<file path="src/rtl/rvc_fetch_aligner_pkg.sv">
// Shared constants for the RVC fetch aligner: halfword / instruction widths,
// instruction lengths in halfwords, the opcode-low pattern that marks a
// 32-bit instruction, and the PC step sizes.
package rvc_fetch_aligner_pkg;

   localparam int HW_W        = 16;
   localparam int INST_W      = 32;
   localparam int LEN_HW      = 1;
   localparam int LEN_FULL    = 2;
   localparam logic [1:0] OPC_FULL = 2'b11;
   localparam int PC_INC_HW   = 2;
   localparam int PC_INC_WORD = 4;

   // A halfword starts a 32-bit instruction when its two low bits are 2'b11.
   function automatic logic is_full(input logic [HW_W-1:0] hw);
      return hw[1:0] == OPC_FULL;
   endfunction

endpackage

</file>
<file path="src/rtl/rvc_fetch_aligner_rvc_exp.sv">
// RV32C expander: combinational translation of a 16-bit compressed instruction
// into its 32-bit equivalent. A 32-bit input (low bits 2'b11) passes through
// unchanged; unrecognised compressed encodings are passed through zero-extended.
// Ports:
//   i_instr  in  32  {upper, lower} halfwords; upper ignored for RVC
//   o_instr  out 32  expanded instruction
//   o_rd/o_rs1/o_rs2/o_rs3 out 5  register fields of the expanded instruction
module rvc_fetch_aligner_rvc_exp
   import rvc_fetch_aligner_pkg::*;
(
   input  logic [INST_W-1:0] i_instr,
   output logic [INST_W-1:0] o_instr,
   output logic [4:0]        o_rd,
   output logic [4:0]        o_rs1,
   output logic [4:0]        o_rs2,
   output logic [4:0]        o_rs3
);

   logic [HW_W-1:0] w_c;
   logic [4:0]      w_rd;
   logic [4:0]      w_rs2;
   logic [4:0]      w_rdp;
   logic [4:0]      w_rs1p;

   assign w_c    = i_instr[HW_W-1:0];
   assign w_rd   = w_c[11:7];
   assign w_rs2  = w_c[6:2];
   assign w_rdp  = {2'b01, w_c[4:2]};
   assign w_rs1p = {2'b01, w_c[9:7]};

   always_comb begin
      o_instr = i_instr;
      if (!is_full(w_c)) begin
         o_instr = {16'h0, w_c};
         case ({w_c[15:13], w_c[1:0]})
            5'b000_00: o_instr = {2'b00, w_c[10:7], w_c[12:11], w_c[5], w_c[6], 2'b00,
                                  5'd2, 3'b000, w_rdp, 7'b0010011};
            5'b010_00: o_instr = {5'b0, w_c[5], w_c[12:10], w_c[6], 2'b00,
                                  w_rs1p, 3'b010, w_rdp, 7'b0000011};
            5'b110_00: o_instr = {5'b0, w_c[5], w_c[12], w_rdp, w_rs1p, 3'b010,
                                  w_c[11:10], w_c[6], 2'b00, 7'b0100011};
            5'b000_01: o_instr = {{7{w_c[12]}}, w_c[6:2], w_rd, 3'b000, w_rd, 7'b0010011};
            5'b001_01,
            5'b101_01: o_instr = {w_c[12], w_c[8], w_c[10:9], w_c[6], w_c[7], w_c[2], w_c[11],
                                  w_c[5:3], w_c[12], {8{w_c[12]}},
                                  (w_c[15] ? 5'd0 : 5'd1), 7'b1101111};
            5'b010_01: o_instr = {{7{w_c[12]}}, w_c[6:2], 5'd0, 3'b000, w_rd, 7'b0010011};
            5'b011_01: begin
               if (w_rd == 5'd2)
                  o_instr = {{3{w_c[12]}}, w_c[4:3], w_c[5], w_c[2], w_c[6], 4'b0000,
                             5'd2, 3'b000, 5'd2, 7'b0010011};
               else
                  o_instr = {{15{w_c[12]}}, w_c[6:2], w_rd, 7'b0110111};
            end
            5'b100_01: begin
               case (w_c[11:10])
                  2'b00: o_instr = {7'b0000000, w_c[6:2], w_rs1p, 3'b101, w_rs1p, 7'b0010011};
                  2'b01: o_instr = {7'b0100000, w_c[6:2], w_rs1p, 3'b101, w_rs1p, 7'b0010011};
                  2'b10: o_instr = {{7{w_c[12]}}, w_c[6:2], w_rs1p, 3'b111, w_rs1p, 7'b0010011};
                  default: begin
                     if (!w_c[12]) begin
                        case (w_c[6:5])
                           2'b00:   o_instr = {7'b0100000, w_rdp, w_rs1p, 3'b000, w_rs1p, 7'b0110011};
                           2'b01:   o_instr = {7'b0000000, w_rdp, w_rs1p, 3'b100, w_rs1p, 7'b0110011};
                           2'b10:   o_instr = {7'b0000000, w_rdp, w_rs1p, 3'b110, w_rs1p, 7'b0110011};
                           default: o_instr = {7'b0000000, w_rdp, w_rs1p, 3'b111, w_rs1p, 7'b0110011};
                        endcase
                     end
                  end
               endcase
            end
            5'b110_01,
            5'b111_01: o_instr = {{4{w_c[12]}}, w_c[6:5], w_c[2], 5'd0, w_rs1p, {2'b00, w_c[13]},
                                  w_c[11:10], w_c[4:3], w_c[12], 7'b1100011};
            5'b000_10: o_instr = {7'b0000000, w_c[6:2], w_rd, 3'b001, w_rd, 7'b0010011};
            5'b010_10: o_instr = {4'b0, w_c[3:2], w_c[12], w_c[6:4], 2'b00,
                                  5'd2, 3'b010, w_rd, 7'b0000011};
            5'b100_10: begin
               if (!w_c[12]) begin
                  if (w_rs2 == 5'd0)
                     o_instr = {12'b0, w_rd, 3'b000, 5'd0, 7'b1100111};
                  else
                     o_instr = {7'b0, w_rs2, 5'd0, 3'b000, w_rd, 7'b0110011};
               end else begin
                  if (w_rs2 == 5'd0) begin
                     if (w_rd == 5'd0)
                        o_instr = 32'h0010_0073;
                     else
                        o_instr = {12'b0, w_rd, 3'b000, 5'd1, 7'b1100111};
                  end else begin
                     o_instr = {7'b0, w_rs2, w_rd, 3'b000, w_rd, 7'b0110011};
                  end
               end
            end
            5'b110_10: o_instr = {4'b0, w_c[8:7], w_c[12], w_rs2, 5'd2, 3'b010,
                                  w_c[11:9], 2'b00, 7'b0100011};
            default: ;
         endcase
      end
   end

   assign o_rd  = o_instr[11:7];
   assign o_rs1 = o_instr[19:15];
   assign o_rs2 = o_instr[24:20];
   assign o_rs3 = o_instr[31:27];

endmodule

</file>
<file path="src/rtl/rvc_fetch_aligner.sv">
// RVC fetch aligner: buffers word-aligned fetch words as halfwords and hands
// decode one instruction per cycle (16-bit RVC, expanded, or 32-bit, which may
// straddle two fetch words). Redirects flush the buffer; a redirect target with
// pc[1]=1 drops the low halfword of the next accepted word.
// Optional feature macro: RVC_PERF_CNT_EN adds retired RVC / 32-bit counters;
// without it the counter outputs are tied to zero.
// Ports:
//   clock, reset (async, active-low)
//   io_fetch_valid/ready/data/pc     fetch word input
//   io_redirect_valid/pc             flush and restart
//   io_inst_valid/ready              instruction handshake to decode
//   io_inst_bits/raw/pc/rvc          expanded bits, raw bits, PC, RVC flag
//   io_inst_rd/rs1/rs2/rs3           register fields
//   io_cnt_rvc/io_cnt_full           retired instruction counters
module rvc_fetch_aligner
   import rvc_fetch_aligner_pkg::*;
#(
   parameter int PC_W  = 32,
   parameter int CNT_W = 32
) (
   input  logic              clock,
   input  logic              reset,
   input  logic              io_fetch_valid,
   output logic              io_fetch_ready,
   input  logic [INST_W-1:0] io_fetch_data,
   input  logic [PC_W-1:0]   io_fetch_pc,
   input  logic              io_redirect_valid,
   input  logic [PC_W-1:0]   io_redirect_pc,
   output logic              io_inst_valid,
   input  logic              io_inst_ready,
   output logic [INST_W-1:0] io_inst_bits,
   output logic [INST_W-1:0] io_inst_raw,
   output logic [PC_W-1:0]   io_inst_pc,
   output logic              io_inst_rvc,
   output logic [4:0]        io_inst_rd,
   output logic [4:0]        io_inst_rs1,
   output logic [4:0]        io_inst_rs2,
   output logic [4:0]        io_inst_rs3,
   output logic [CNT_W-1:0]  io_cnt_rvc,
   output logic [CNT_W-1:0]  io_cnt_full
);

   logic [2:0][HW_W-1:0] r_hw;
   logic [1:0]           r_cnt;
   logic                 r_drop_lo;
   logic [PC_W-1:0]      r_head_pc;

   logic [2:0][HW_W-1:0] w_hw_nxt;
   logic [1:0]           w_cnt_nxt;
   logic                 w_drop_nxt;
   logic [PC_W-1:0]      w_pc_nxt;
   logic                 w_full;
   logic [1:0]           w_len;
   logic [1:0]           w_cnt_pop;
   logic                 w_pop;
   logic                 w_push;
   logic [INST_W-1:0]    w_exp_in;

   assign w_full = is_full(r_hw[0]);
   assign w_len  = w_full ? 2'(LEN_FULL) : 2'(LEN_HW);

   assign io_inst_valid  = (r_cnt >= w_len);
   assign io_fetch_ready = (r_cnt <= 2'd1);
   assign w_pop  = io_inst_valid && io_inst_ready;
   assign w_push = io_fetch_valid && io_fetch_ready;

   // Count after the pop shift; a push only happens from cnt<=1, so this is
   // at most 1 whenever the append below is active.
   assign w_cnt_pop = w_pop ? (r_cnt - w_len) : r_cnt;

   always_comb begin
      w_hw_nxt   = r_hw;
      w_cnt_nxt  = r_cnt;
      w_drop_nxt = r_drop_lo;
      w_pc_nxt   = r_head_pc;
      if (io_redirect_valid) begin
         w_cnt_nxt  = 2'd0;
         w_drop_nxt = io_redirect_pc[1];
         w_pc_nxt   = io_redirect_pc;
      end else begin
         if (w_pop) begin
            if (w_full)
               w_hw_nxt = {16'h0, 16'h0, r_hw[2]};
            else
               w_hw_nxt = {16'h0, r_hw[2], r_hw[1]};
            w_pc_nxt = r_head_pc + (w_full ? PC_W'(PC_INC_WORD) : PC_W'(PC_INC_HW));
         end
         w_cnt_nxt = w_cnt_pop;
         if (w_push) begin
            if (r_drop_lo) begin
               if (w_cnt_pop[0])
                  w_hw_nxt[1] = io_fetch_data[31:16];
               else
                  w_hw_nxt[0] = io_fetch_data[31:16];
               w_cnt_nxt = w_cnt_pop + 2'd1;
            end else begin
               if (w_cnt_pop[0])
                  w_hw_nxt[2:1] = io_fetch_data;
               else
                  w_hw_nxt[1:0] = io_fetch_data;
               w_cnt_nxt = w_cnt_pop + 2'd2;
            end
            if (w_cnt_pop == 2'd0)
               w_pc_nxt = io_fetch_pc + (r_drop_lo ? PC_W'(PC_INC_HW) : '0);
            w_drop_nxt = 1'b0;
         end
      end
   end

   always_ff @(posedge clock or negedge reset) begin
      if (!reset) begin
         r_hw      <= '0;
         r_cnt     <= 2'd0;
         r_drop_lo <= 1'b0;
         r_head_pc <= '0;
      end else begin
         r_hw      <= w_hw_nxt;
         r_cnt     <= w_cnt_nxt;
         r_drop_lo <= w_drop_nxt;
         r_head_pc <= w_pc_nxt;
      end
   end

   assign w_exp_in    = w_full ? {r_hw[1], r_hw[0]} : {16'h0, r_hw[0]};
   assign io_inst_raw = w_exp_in;
   assign io_inst_pc  = r_head_pc;
   assign io_inst_rvc = !w_full;

   rvc_fetch_aligner_rvc_exp u_rvc_exp (
      .i_instr (w_exp_in),
      .o_instr (io_inst_bits),
      .o_rd    (io_inst_rd),
      .o_rs1   (io_inst_rs1),
      .o_rs2   (io_inst_rs2),
      .o_rs3   (io_inst_rs3)
   );

`ifdef RVC_PERF_CNT_EN
   logic [CNT_W-1:0] r_cnt_rvc;
   logic [CNT_W-1:0] r_cnt_full;

   // A pop killed by a same-cycle redirect does not retire.
   always_ff @(posedge clock or negedge reset) begin
      if (!reset) begin
         r_cnt_rvc  <= '0;
         r_cnt_full <= '0;
      end else if (w_pop && !io_redirect_valid) begin
         if (w_full)
            r_cnt_full <= r_cnt_full + CNT_W'(1);
         else
            r_cnt_rvc  <= r_cnt_rvc + CNT_W'(1);
      end
   end

   assign io_cnt_rvc  = r_cnt_rvc;
   assign io_cnt_full = r_cnt_full;
`else
   assign io_cnt_rvc  = '0;
   assign io_cnt_full = '0;
`endif

endmodule
</file>
<file path="config.mk">
export PLATFORM = sky130hd
export DESIGN_NAME = rvc_fetch_aligner
export DESIGN_NICKNAME = d
export VERILOG_FILES = /design/src/rtl/rvc_fetch_aligner_pkg.sv /design/src/rtl/rvc_fetch_aligner_rvc_exp.sv /design/src/rtl/rvc_fetch_aligner.sv
export SDC_FILE = /design/constraint.sdc
export NUM_CORES = 1
export LEC_CHECK = 0
export BUFFER_PORTS_ARGS = -buffer_cell sky130_fd_sc_hd__buf_4
export CAP_MARGIN = 15
export CORE_MARGIN = 2
export CORE_UTILIZATION = 40
export CTS_CLUSTER_SIZE = 10
export DETAILED_ROUTE_END_ITERATION = 8
export PLACE_DENSITY_LB_ADDON = 0.15
export RECOVER_POWER = 50
export SETUP_SLACK_MARGIN = 0.2
export SYNTH_ARGS = -nofsm -noshare
export SYNTH_HDL_FRONTEND = slang
export SYNTH_SLANG_ARGS = --single-unit
</file>
<file path="constraint.sdc">
create_clock -name clock -period 10 [get_ports clock]
set_input_delay 1 -clock clock [delete_from_list [all_inputs] [get_ports clock]]
set_output_delay 1 -clock clock [all_outputs]
set_load 0.01 [all_outputs]
</file>
* Yosys cells after proc, flatten, opt, wreduce, memory -nomap -nowiden *
Cells that the tools add are included.

cells by class
  mux-type cells = 35
  $lt $le $gt $ge = 2
  add/subtract/negate cells = 5
  reductions and logical operators = 12
  eq/ne operators = 21

operators by type and width
  cell                number
  $pmux 32 s13        1
  $mux 32             8
  $mux 16             6
  $mux 48             2
  $pmux 32 s3         1
  $pmux 31 s3         1
  $mux 25             3
  $eq 5x5->1 const B  7
  $add 32x2->32       1
  $add 32x3->32       1
  $mux 31             1
  $mux 29             1
  $mux 21             1
  $eq 5x4->1 const B  4
  $logic_not 5->1     3
  $mux 2              6
  $eq 5x2->1 const B  2
  $eq 2x2->1 const B  4
  $logic_not 2->1     3
  $eq 5x1->1 const B  1
  $eq 5x3->1 const B  1
  $eq 2x1->1 const B  2
  $reduce_or 2->1     2
  $mux 1              3
  9 further kinds     10

word-level totals
  register bits = 83
  output and inout port bits = 183
  input port bits = 101

* Depth between registers and ports, before layout *
Gate-level depths: netlist of the first run.

  word-level depth = 9
  gate-level depth with buffers = 18

* Cells and area by module *
Synthesis of the first run repeated with hierarchy kept, for this count alone.

second synthesis, totals
  cell total of the unflattened synthesis = 1,091
  area, all modules = 8,585.7 µm²

modules (own cells, without submodules)
  module                     cells each  seq. area each (µm²)  times used  area each (µm²)
  rvc_fetch_aligner          808         2,077.0               1           6,927.9
  rvc_fetch_aligner_rvc_exp  283         0.0                   1           1,657.8

* Worst setup path after synthesis of the first run *
No wires, ideal clock.

  path kind = reg-to-reg
  start = register r_hw[0] (netlist name)
  end = register r_head_pc[29] (netlist: io_inst_pc[29])
  data required time = 9.863 ns
  arrival = 3.679 ns
  buffers on the path = 4
  path slack = 6.184 ns
  clock period less this slack = 3.816 ns
  stages on the path, launching flop included = 18
  path through = dfrtp_1 clkbuf_1 nand2_1 inv_1 buf_2 buf_2 fa_1 a21boi_1 inv_1 nand2_1 nor2_1 a21oi_1 ha_1 and2_1 clkbuf_1 nand2_1 o32ai_1 a21oi_1

between the ends
  longest elaborated chain between the ends = 9

RTL lines
  what                      line                         text
  start: declaration        rvc_fetch_aligner.sv:43      logic [2:0][HW_W-1:0] r_hw;
  start signal: assignment  rvc_fetch_aligner.sv:117     r_hw <= w_hw_nxt;
  $eq 2x2->1 *              rvc_fetch_aligner_pkg.sv:16  return hw[1:0] == OPC_FULL;
  $mux 2 *                  rvc_fetch_aligner.sv:60      assign w_len = w_full ? 2'(LEN_FULL) : 2'(LEN_HW);
  $ge 2x2->1 *              rvc_fetch_aligner.sv:62      assign io_inst_valid = (r_cnt >= w_len);
  via io_inst_valid         rvc_fetch_aligner.sv:29      output logic io_inst_valid,
  $logic_and 1x1->1 *       rvc_fetch_aligner.sv:64      assign w_pop = io_inst_valid && io_inst_ready;
  $mux 2                    rvc_fetch_aligner.sv:69      assign w_cnt_pop = w_pop ? (r_cnt - w_len) : r_cnt;
  $logic_not 2->1           rvc_fetch_aligner.sv:103     if (w_cnt_pop == 2'd0)
  $mux 32                   rvc_fetch_aligner.sv:103
  $mux 32 *                 rvc_fetch_aligner.sv:89      if (w_push) begin
  $mux 32 *                 rvc_fetch_aligner.sv:76      if (io_redirect_valid) begin
  via w_pc_nxt[29]          rvc_fetch_aligner.sv:51      logic [PC_W-1:0] w_pc_nxt;
  end signal: assignment    rvc_fetch_aligner.sv:120     r_head_pc <= w_pc_nxt;
  end: declaration          rvc_fetch_aligner.sv:46      logic [PC_W-1:0] r_head_pc;

The timed path passes the listed nets; every way through them passes the cells marked *.
A chain may end at the register's enable or synchronous reset.

==> results.toml, run 1 <==
[outcome]
status = "finished with violations"
violations = "max-capacitance violations, max-slew violations"

[synthesis]
synth-edff-count = 0
ys_ff_latch = 83
syn_area_um2 = 7500
syn_avg_cell_area_um2 = 7.97
synth_seq_area_share = 0.277
async_flop_share = 1.00
synthFlopType = "dfrtp_1"
postSynthCellCount = 941
synth_area_leaders = "dfrtp_1 28%, buf_4 10%, nand2_1 5.7%"
synth_top_area_frac = 0.277
ys_types = 66
yosysTopAreaCell = "dfrtp_1"
yosysWarnings = 0

[critical_path]
crit_start = "io_redirect_valid"
r2r-start = "r_hw[0]$_DFFE_PN0N_"
crit_top_cell = "and2_1"
path_delay_family = "buffers and inverters"
start_kind = "primary input"
path_cells = "clkbuf_1 -> inv_1 -> and2_1 -> and2_1 -> a22o_1"
worstSetupEndpointType = "flop"
critPathBufInv = 2
r2r_cells = 13
critPathMaxFanout = 68
cp_slowest_stage_delay_ns = 2.04
worst_path_max_delay_cell = "clkbuf_1"
critical_path_required_ns = 10.22
critPathKind = "primary input to flop"
crit_cells = 5
cp.arrival_ns = 5.56

[drt]
ant_nets = 0
drt_iter0_drc = 910
route.vias.total = 7815
drt-wirelength-per-cell_um = 20.0
drt_wl_total_mm = 26.5
dr.pass1.iters = 7
drc = 0
vias_per_cell = 5.88

[floorplan]
fp.dieH_um = 141
core_area_um2 = 18600
die_x_um = 141
row_count = 50
start_util = 0.404
die_area_um2 = 19900
ioPinCount = 284

[global_route]
use_met2 = 0.410
grt_pass1_wl_mm = 40.5
grt_usage = 0.258
antenna_found_initial = 0
first_global_vias = 7071
grtUsageMet3 = 0.0401
grt_use_met1 = 0.367
grt-ovfl-total = 0
grt_max_degree = 69
top_usage_layer = "met2"

[sta]
fin_crit_ns = 5.34
finalClockSkew_ns = 0.00922
fin_crit_sh = 0.534
tightest_slew_ns = 2.94
rsz0062_at_grt = "false"
timing_hold_violations_final = 0
finalSetupViolCount = 0
tns_ns = 0
slew_headroom = -0.957
max_freq_ghz = 0.187
setup_slack_ns = 4.66
finalMaxSlewViolations = 240

[clocking]
clockBufferDepth = 2
htree_levels = 3
cts_resized = 0
cts-root-buf = "clkbuf_16"
post_cts_buffers = 0
cts_tree = "yes"
postCtsHoldBufs = 0
clk_pin_slew_worst_paths_ns = 0.06
cts_sinks = 83
cts_buffers = 9
clk-insertion-delay-late_ns = 0.35

[cells_and_area]
layout_common_cells = "171 x buf_4, 113 x nand2_1, 83 x dfrtp_1"
area_delta_synth_final_pct = 18.7
multi_input_area_um2 = 4530
antenna_cells = 0
fillCellCount = 1909
layout.nets = 1198
final_common_cell = "buf_4"
ff_latch_area_um2 = 2080
final_cells = 1328
utilization = 0.479
final_layout_size_suffix_gt1_frac = 0.189

[hold_path]
hold_path_class = "flop to flop"
hp-start = "r_hw[21]$_DFFE_PN0N_"
hold_path_depth = 2

[placed_design]
io_buffers = 219
place.gp.congestion = 0.929
place_inst = 1312
dp_slack_ns = 5.88
hpwl_mm = 19.6

[power]
p_per_area_nw_per_um2 = 340
cellLeakagePower_nw = 4.10
ir_worst_vdd_mv = 0.156

[flow_run]
cap_violations = 5
[worst paths after layout]
check                                           end  slack [ns]
max                            r_hw[44]$_DFFE_PN0N_        4.66
min                            r_hw[21]$_DFFE_PN0N_        0.53
max reg2reg                io_inst_pc[27]$_DFF_PN0_        4.71
min reg2reg                    r_hw[21]$_DFFE_PN0N_        0.53
max in group asynchronous       r_hw[4]$_DFFE_PN0N_        5.36
min in group asynchronous  io_inst_pc[10]$_DFF_PN0_        1.16
[area by class of cell]
class	instances	share of cell area
flip-flops and latches	83	0.233
inverters	45	0.0190
well taps	234	0.0329
repair buffers	232	0.170
multi-input cells	718	0.508
clock buffers	10	0.0268
clock inverters	6	0.00998
[cells in the mapped netlist, types with 7 or more instances]
cell / instances
a21oi_1: 43
a221oi_1: 9
a222oi_1: 21
a22o_1: 21
a31oi_1: 9
a32oi_1: 17
and2_1: 9
and3_1: 25
buf_4: 100
clkbuf_1: 52
dfrtp_1: 83
ha_1: 7
inv_1: 43
mux2i_1: 36
nand2_1: 113
nand3_1: 34
nand4_1: 18
nor2_1: 42
nor2b_1: 8
nor3_1: 15
nor4_1: 9
o211ai_1: 7
o21ai_0: 47
o22a_1: 16
o22ai_1: 23
o31ai_1: 7
or2_2: 7
xnor2_1: 30
xor2_1: 24
[kinds of logic (layout without fill, tap and decap cells)]
group	after synthesis	after routing	share of synthesized area
compound gates	254	254	0.246
xor+xnor	54	54	0.0630
mux	36	36	0.0480
simple gates	302	302	0.199
fa+ha+maj	8	8	0.0143
flops	83	83	0.277
buf+inv	203	293	0.152
other cells	1	64	0.000500
[per-stage QoR]
| stage | power [mW] | instance area (um^2) | hold slack (ns) |
|---|---|---|---|
| floorplan | 1.98 | 7740 | 0.473 |
| global placement | 2.71 | 8810 | 0.516 |
| detailed placement | 2.71 | 8810 | 0.517 |
| CTS | 3.09 | 9130 | 0.533 |
| global route | 3.24 | 8900 | 0.560 |
| finish | 3.03 | 8900 | 0.534 |
[layer usage]
layer	share of wire	routed length, um	vias up
met2	0.47	12400	422
met3	0.073	1930	37
met4	0.020	530	0
li1	-	-	3585
met1	0.44	11700	3771
met5	0	0	-
[worst min-delay path, delay by kind of cell (launching register included)]
kind                   cells  cell delay, ns
AO/OA/AOI/OAI              1            0.08
buffers and inverters      1            0.05
flip-flops                 1            0.37
[sequential cells by signal, indices dropped and copies added (netlist names)]
signal	cells
r_cnt	2
r_drop_lo	1
r_hw	48
io_inst_pc	32
[power by group]
group          switching [mW]  leakage [nW]  total (mW)  internal (mW)
Clock                   0.143         0.155       0.368          0.226
Combinational            1.15          2.94        1.98          0.823
Sequential              0.223          1.01       0.686          0.462
Total                    1.52          4.10        3.03           1.51
Note: power is estimated with default switching activity, not from simulation.
==> run 2, diff against run 1 <==
==> constraint.sdc (replaced) <==
create_clock -name clock -period 5.5 [get_ports clock]
set_input_delay 0.55 -clock clock [delete_from_list [all_inputs] [get_ports clock]]
set_output_delay 0.55 -clock clock [all_outputs]
set_load 0.01 [all_outputs]
==> run 2 against run 1 <==
Net effect:
- the run still ends with max-capacitance violations, max-slew violations left
- power grew 86%
- setup slack lost 3.5 ns
- register-to-register slack lost 3.1 ns
- die area is the same
- wire length grew 1.2%
- cell area grew 0.80%
- critical endpoint is now io_inst_rs3[0]
- largest power group unchanged
- highest routed layer unchanged
==> results.toml, run 2 (synthesis gave the netlist of run 1 again) <==
[outcome]
status = "finished with violations"
violations = "max-capacitance violations, max-slew violations"

[sta]
fin_crit_ns = 4.29
fin_crit_sh = 0.780
finalMaxSlewViolations = 69
tns_ns = 0
timing_hold_violations_final = 0
setup_slack_ns = 1.21
finalClockSkew_ns = 0.00629
max_freq_ghz = 0.233
holdWs_ns = 0.401
finalSetupViolCount = 0
rsz0062_at_grt = "false"
slew_headroom = -0.241
tightest_slew_ns = 1.86

[floorplan]
row_count = 50
die_x_um = 141
start_util = 0.404
die_area_um2 = 19900
core_area_um2 = 18600
ioPinCount = 284
fp.dieH_um = 141

[cells_and_area]
antenna_cells = 0
final_cells = 1331
largest_register_ffs = 48
utilization = 0.483
layout_common_cells = "177 x buf_4, 113 x nand2_1, 83 x dfrtp_1"
final_layout_size_suffix_gt1_frac = 0.194
fillCellCount = 1865
multi_input_area_um2 = 4530
design_area_um2 = 8980
ff_latch_area_um2 = 2080
final_common_cell = "buf_4"
area_delta_synth_final_pct = 19.6
regMostFlops = "r_hw"
layout.nets = 1201

[clocking]
clk_pin_slew_worst_paths_ns = 0.06
clk-insertion-delay-late_ns = 0.35
cts_resized = 0
htree_levels = 3
post_cts_buffers = 0
cts_sinks = 83
postCtsHoldBufs = 0
cts_tree = "yes"
cts-root-buf = "clkbuf_16"
clockBufferDepth = 2
cts_buffers = 9

[hold_path]
hp-start = "io_redirect_pc[7]"
hold_path_depth = 3
hold_end = "io_inst_pc[7]$_DFF_PN0_"
hold_path_class = "primary input to flop"

[critical_path]
critPathKind = "flop to primary output"
reg2reg_setup_slack_ns = 1.60
start_kind = "flop"
r2r-start = "r_hw[0]$_DFFE_PN0N_"
r2r-end = "io_inst_pc[19]$_DFF_PN0_"
critPathBufInv = 3
path_cells = "clkbuf_1 -> clkinv_1 -> a21oi_1 -> nor3_1 -> o21ai_0 -> nand4_1 -> buf_4"
cp.arrival_ns = 3.74
cp_slowest_stage_delay_ns = 0.99
critPathMaxFanout = 30
path_delay_family = "buffers and inverters"
critical_path_required_ns = 4.95
worstSetupEndpointType = "primary output"
r2r_cells = 16
worst_path_max_delay_cell = "clkbuf_1"

[drt]
drc = 0
dr.pass1.iters = 8
vias_per_cell = 5.92
drt-wirelength-per-cell_um = 20.2
drt_iter0_drc = 913
drt_wl_total_mm = 26.8
ant_nets = 0
route.vias.total = 7880

[power]
cellLeakagePower_nw = 4.15
p_per_area_nw_per_um2 = 628
total_power_mw = 5.64
ir_worst_vdd_mv = 0.247

[global_route]
grt_max_degree = 69
grt_pass1_wl_mm = 41.4
antenna_found_initial = 0
grt-ovfl-total = 0
grt_usage = 0.263
first_global_vias = 7297

[placed_design]
dpl_cell_area_um2 = 8830
place_inst = 1315
dp_slack_ns = 1.66
place.gp.congestion = 0.921
io_buffers = 219
hpwl_mm = 19.7

[flow_run]
cap_violations = 2
run 2: changes by cell type in the layout (fill, tap and decap cells not counted):
cell | previous run | this run
buf_4 | 171 | 177
clkbuf_8 | 1 | 0
bufinv_16 | 2 | 4
clkbuf_1 | 61 | 58
clkinv_4 | 1 | 0
run 2: power by group:
part / switching (mW) / total (mW) / internal [mW]
logic: 2.13 / 3.65 / 1.52
clock network: 0.263 / 0.751 / 0.489
registers: 0.392 / 1.23 / 0.840
run 2: worst max-delay path by stage:
stage                         start                  endpoint  slack [ns]  depth (start not counted)
3_5_place_dp    r_hw[0]$_DFFE_PN0N_  io_inst_pc[19]$_DFF_PN0_        1.66                         16
6_report       r_hw[15]$_DFFE_PN0N_            io_inst_rs3[0]        1.21                          7
4_1_cts         r_hw[0]$_DFFE_PN0N_  io_inst_pc[19]$_DFF_PN0_        1.66                         16
2_1_floorplan   r_hw[0]$_DFFE_PN0N_  io_inst_pc[29]$_DFF_PN0_        1.68                         17
5_1_grt        r_hw[15]$_DFFE_PN0N_            io_inst_rs3[0]        1.06                          7
3_3_place_gp    r_hw[0]$_DFFE_PN0N_  io_inst_pc[19]$_DFF_PN0_        1.82                         16
run 2: area by class of cell:
cell class,instances,area share
Clock inverter,7,0.0156
Sequential cell,83,0.231
Tap cell,234,0.0326
Timing Repair Buffer,235,0.172
Multi-Input combinational cell,718,0.504
Clock buffer,9,0.0251
Inverter,45,0.0188
run 2: per-layer routing:
layer	part of all wire	routed length (um)	track usage	vias to the layer above
met5	0	0	0	-
met4	0.016	427	0.0579	0
met3	0.083	2240	0.0472	36
met2	0.47	12500	0.419	440
met1	0.43	11600	0.373	3811
li1	-	-	-	3593
run 2: worst register-to-register path, delay by kind of cell, from the launching register on:
kind                       cells  cell delay [ns]
DFF                            1             0.34
adders and majority gates      2             0.43
AOI/OAI and AO/OA              5             0.91
buffers and inverters          4             0.85
and+or+nand+nor                5             1.23
